## src/rtl/btn_pkg.sv

```systemverilog
// Shared types and defaults for the pushbutton debounce blocks.
package btn_pkg;

   typedef enum logic [1:0] {
      IDLE,
      PRESS_WAIT,
      PRESSED,
      RELEASE_WAIT
   } btn_state_t;

   localparam int unsigned DEBOUNCE_DEFAULT = 16;

endpackage

```

## src/rtl/bit_synchronizer.sv

```systemverilog
// Multi-flop synchronizer for a single asynchronous bit; shared by all button and switch inputs.
module bit_synchronizer #(
   parameter int unsigned STAGES = 2
) (
   input  logic clk,
   input  logic rst,
   input  logic d,
   output logic q
);

   logic [STAGES-1:0] chain;

   always_ff @(posedge clk or posedge rst) begin
      if (rst) chain <= '0;
      else     chain <= {chain[STAGES-2:0], d};
   end

   assign q = chain[STAGES-1];

endmodule

```

## src/rtl/btn_toggle_debounce.sv

```systemverilog
// Debounces a raw pushbutton and emits one single-cycle toggle enable per accepted press.
module btn_toggle_debounce
   import btn_pkg::*;
#(
   parameter  int unsigned SYNC_STAGES     = 2,
   parameter  int unsigned DEBOUNCE_CYCLES = DEBOUNCE_DEFAULT,
   localparam int unsigned CNT_W           = $clog2(DEBOUNCE_CYCLES + 1),
   parameter  int unsigned PCNT_W          = 8
) (
   input  logic              clk,
   input  logic              rst,
   input  logic              btn_in,
   output logic              t_pulse,
   output logic              btn_level,
   output logic [PCNT_W-1:0] press_cnt
);

   localparam logic [CNT_W-1:0] CNT_LAST = CNT_W'(DEBOUNCE_CYCLES - 1);

   logic              sync_btn;
   btn_state_t        state, state_nx;
   logic [CNT_W-1:0]  cnt, cnt_nx;
   logic              t_pulse_nx, btn_level_nx;
   logic [PCNT_W-1:0] press_cnt_nx;
   logic              window_done;

   bit_synchronizer #(.STAGES(SYNC_STAGES)) u_sync (
      .clk (clk),
      .rst (rst),
      .d   (btn_in),
      .q   (sync_btn)
   );

   assign window_done = (cnt == CNT_LAST);

   always_ff @(posedge clk or posedge rst) begin
      if (rst) begin
         state     <= IDLE;
         cnt       <= '0;
         t_pulse   <= 1'b0;
         btn_level <= 1'b0;
         press_cnt <= '0;
      end else begin
         state     <= state_nx;
         cnt       <= cnt_nx;
         t_pulse   <= t_pulse_nx;
         btn_level <= btn_level_nx;
         press_cnt <= press_cnt_nx;
      end
   end

   // cnt only moves inside the two wait states, so it holds in IDLE/PRESSED
   always_comb begin
      state_nx = state;
      cnt_nx   = cnt;
      unique case (state)
         IDLE: begin
            if (sync_btn) begin
               state_nx = PRESS_WAIT;
               cnt_nx   = '0;
            end
         end
         PRESS_WAIT: begin
            if (!sync_btn)        state_nx = IDLE;
            else if (window_done) state_nx = PRESSED;
            else                  cnt_nx   = cnt + CNT_W'(1);
         end
         PRESSED: begin
            if (!sync_btn) begin
               state_nx = RELEASE_WAIT;
               cnt_nx   = '0;
            end
         end
         RELEASE_WAIT: begin
            if (sync_btn)         state_nx = PRESSED;
            else if (window_done) state_nx = IDLE;
            else                  cnt_nx   = cnt + CNT_W'(1);
         end
         default: begin
            state_nx = IDLE;
            cnt_nx   = '0;
         end
      endcase
   end

   always_comb begin
      t_pulse_nx   = 1'b0;
      btn_level_nx = btn_level;
      press_cnt_nx = press_cnt;
      if (state == PRESS_WAIT && sync_btn && window_done) begin
         t_pulse_nx   = 1'b1;
         btn_level_nx = 1'b1;
         press_cnt_nx = press_cnt + PCNT_W'(1);
      end else if (state == RELEASE_WAIT && !sync_btn && window_done) begin
         btn_level_nx = 1'b0;
      end
   end

endmodule
```

## config.mk

```make
export PLATFORM = sky130hd
export DESIGN_NAME = btn_toggle_debounce
export DESIGN_NICKNAME = d
export VERILOG_FILES = /design/src/rtl/btn_pkg.sv /design/src/rtl/bit_synchronizer.sv /design/src/rtl/btn_toggle_debounce.sv
export SDC_FILE = /design/constraint.sdc
export NUM_CORES = 1
export LEC_CHECK = 0
export BUFFER_PORTS_ARGS = -buffer_cell sky130_fd_sc_hd__buf_2
export CORE_AREA = 4 4 58 60
export DETAILED_ROUTE_END_ITERATION = 8
export DIE_AREA = 0 0 62 64
export SETUP_SLACK_MARGIN = 0.05
export SYNTH_ARGS = -nofsm -noshare
export SYNTH_HDL_FRONTEND = slang
export SYNTH_HIERARCHICAL = 1
export SYNTH_SLANG_ARGS = --single-unit
```

## constraint.sdc

```tcl
create_clock -name clk -period 2.35 [get_ports clk]
set_input_delay 0.235 -clock clk [delete_from_list [all_inputs] [get_ports clk]]
set_output_delay 0.235 -clock clk [all_outputs]
set_load 0.02 [all_outputs]
```

==> impl_metrics.env <==
export IMPL_drtIter0Drc=3
export IMPL_path_cells="ha_1 -> and3_1 -> ha_1 -> nand4b_1 -> or4b_1 -> o21ai_0"
export IMPL_layout_drive_gt1_share_pct=20.00
export IMPL_crit_required_ps=2570
export IMPL_pin_count=13
export IMPL_setup_viol=0
export IMPL_worstPathArrival_ps=2180
export IMPL_yosys_area_top_type="dfrtp_1"
export IMPL_synthCells=74
export IMPL_yosys_warnings=6
export IMPL_tightest_slew_ps=623.9
export IMPL_pre_cts_ws_ps=400.5
export IMPL_final_max_slew_viol_count=0
export IMPL_fin_util_pct=33.08
export IMPL_worst_slack_ps=394.6
export IMPL_drtAntennaViolNets=0
export IMPL_p_leak_nw=0.4986
export IMPL_path_max_fanout=6
export IMPL_cts_root_buf="clkbuf_4"
export IMPL_clock_sinks=19
export IMPL_finClkSkew_ps=5.631
export IMPL_cts_tree="built"
export IMPL_tns_ps=0
export IMPL_syn_area_um2=838.3
export IMPL_die_w_um=62
export IMPL_instances_no_fill=123
export IMPL_finalWeightedCongestion=0.8305
export IMPL_coreArea_mm2=0.002928
export IMPL_startpoint_type="register"
export IMPL_fin_nets=98
export IMPL_slowest_delay_ps=470
export IMPL_status="finished clean"
export IMPL_fin_crit_sh_pct=83.21
export IMPL_power_density_mw_per_mm2=550.4
export IMPL_grt_max_degree=18
export IMPL_antenna_found_initial=0
export IMPL_synth_seq_area_share_pct=56.72
export IMPL_layout_min_cycle_time_ps=1955
export IMPL_area_growth_pct=15.52
export IMPL_ys_top_cells_by_area="dfrtp_1, ha_1, xnor2_1, xor2_1, inv_1"
export IMPL_drt_pass1_iter_count=2
export IMPL_via_count=554
export IMPL_hold_class="in -> reg"
export IMPL_mostFrequentLayoutCells="dfrtp_1, buf_2, inv_1, nand2_1"
export IMPL_clk_pin_slew_ps=100
export IMPL_max_cap_viol_count=0
export IMPL_relSlewSlack_pct=58.36
export IMPL_fp_dieH_um=64
export IMPL_ir_drop_mv=0.2777
export IMPL_mostFrequentLayoutCell="dfrtp_1"
export IMPL_numCtsBuffers=3
export IMPL_rows=20
export IMPL_rsz0062_at_grt="false"
export IMPL_cts_path_max_buffers=2
export IMPL_overflow=0
export IMPL_yosysTopAreaCellShare_pct=56.72
export IMPL_clk_latency_ps=290
export IMPL_avgSynthCellArea_um2=11.33
export IMPL_wl_um=1323
export IMPL_ys_types=24
export IMPL_via_per_inst=4.504
export IMPL_fmax_mhz=511.4
export IMPL_cts_htree_levels=1
export IMPL_insertedDiodeCount=0
export IMPL_cpMostUsedCell="ha_1"
export IMPL_grt_pass1_vias=546
export IMPL_cp_slowest_cell="or4b_1"
export IMPL_numPortBuffers=12
export IMPL_place_hpwl_um=1025
export IMPL_drc=0
export IMPL_crit_type="reg -> reg"
export IMPL_ys_seq_elements=19
export IMPL_dieArea_mm2=0.003968
export IMPL_synth_fp_nets=81
export IMPL_cp_end_kind="register"
export IMPL_place_inst=118
export IMPL_grt_pass1_wl_um=2415
export IMPL_avgRoutedWirePerCell_um=10.76
export IMPL_grt_util_all_layers_pct=8.210
export IMPL_start_util_pct=28.63
export IMPL_cts_setup_buffers=0
export IMPL_finalHoldViolCount=0
==> layer usage <==
| layer | global-route usage, % | routed length (um) | vias up |
|---|---|---|---|
| li1 | - | - | 284 |
| met1 | 11.39 | 632 | 256 |
| met2 | 11.01 | 621 | 12 |
| met3 | 2.424 | 59 | 2 |
| met4 | 4.775 | 10 | 0 |
| met5 | 0 | 0 | - |
==> final timing paths <==
kind / slack [ps] / endpoint / depth (start not counted) / startpoint
worst max-delay path: 390 / cnt[3]$_DFFE_PP0P_ / 6 / cnt[0]$_DFFE_PP0P_
min in group asynchronous: 320 / u_sync/chain[0]$_DFF_PP0_ / 3 / rst
max in group asynchronous: 1390 / press_cnt[6]$_DFFE_PP0P_ / 3 / rst
worst min-delay path: 40 / u_sync/chain[0]$_DFF_PP0_ / 1 / btn_in
worst min register to register: 360 / u_sync/chain[1]$_DFF_PP0_ / 0 / u_sync/chain[0]$_DFF_PP0_
worst max register to register: 390 / cnt[3]$_DFFE_PP0P_ / 6 / cnt[0]$_DFFE_PP0P_
==> flip-flops by register name, indices dropped and copies added, names as in the netlist, named ones only <==
signal and count:
btn_level 1, cnt 5, press_cnt 8, state 1, t_pulse 1, u_sync/chain 2
==> worst max-delay path, delay by kind of cell (launching register included) <==
kind / cells / cell delay [ps]
compound gates: 1 / 80
fa+ha+maj: 2 / 490
flops: 1 / 420
simple gates: 3 / 900
==> kinds of logic (layout without fill, tap and decap cells) <==
kind of cell | after synthesis | count (layout) | share of synthesized area [%]
compound gates | 11 | 11 | 7.164
xor+xnor | 8 | 8 | 8.357
fa+ha+maj | 4 | 4 | 5.970
buf+inv | 9 | 25 | 4.478
flops | 19 | 19 | 56.72
mux | 2 | 2 | 2.537
simple gates | 21 | 21 | 14.78
==> cells in the mapped netlist, drive strengths merged <==
| cell | instances |
|---|---|
| or4b | 1 |
| nor4 | 1 |
| dfrtp | 19 |
| xor2 | 4 |
| mux2 | 1 |
| o21ai | 3 |
| inv | 8 |
| o22ai | 3 |
| nand2 | 8 |
| nand4 | 1 |
| buf | 1 |
| nor3 | 2 |
| a21oi | 4 |
| nand3 | 2 |
| and3 | 1 |
| mux2i | 1 |
| nand4b | 2 |
| xnor2 | 4 |
| ha | 4 |
| a31oi | 1 |
| nor2 | 1 |
| or3b | 1 |
| nand2b | 1 |
==> stage by stage <==
stage | area, um^2 | total power, mW | hold slack [ps]
after floorplan | 838.3 | 0.3714 | -23.82
after global placement | 932.1 | 0.3770 | 93.60
after detailed placement | 932.1 | 0.3789 | 98.87
after CTS | 968.4 | 0.5428 | 30.11
after global routing | 968.4 | 0.5670 | 18.87
final | 968.4 | 0.5330 | 39.40
==> timing repair <==
action / in CTS / in global routing
hold endpoints to repair: 2 / 0
hold buffers: 1 / 0
endpoints found under the setup margin: 0 / 0
gates resized for setup: 0 / 0
==> power breakdown <==
part / switching [mW] / internal [mW]
Clock: 0.0947 / 0.0660
Sequential: 0.00870 / 0.335
Combinational: 0.0161 / 0.0124
==> area by class of cell <==
cell class	count	area (um^2)
Multi-Input combinational cell	46	325.3
Tap cell	33	41.29
Fill cell	289	1959
Sequential cell	19	475.5
Inverter	8	30.03
Timing Repair Buffer	13	70.07
Clock buffer	4	26.28
Power figures use the tool's default switching activity.
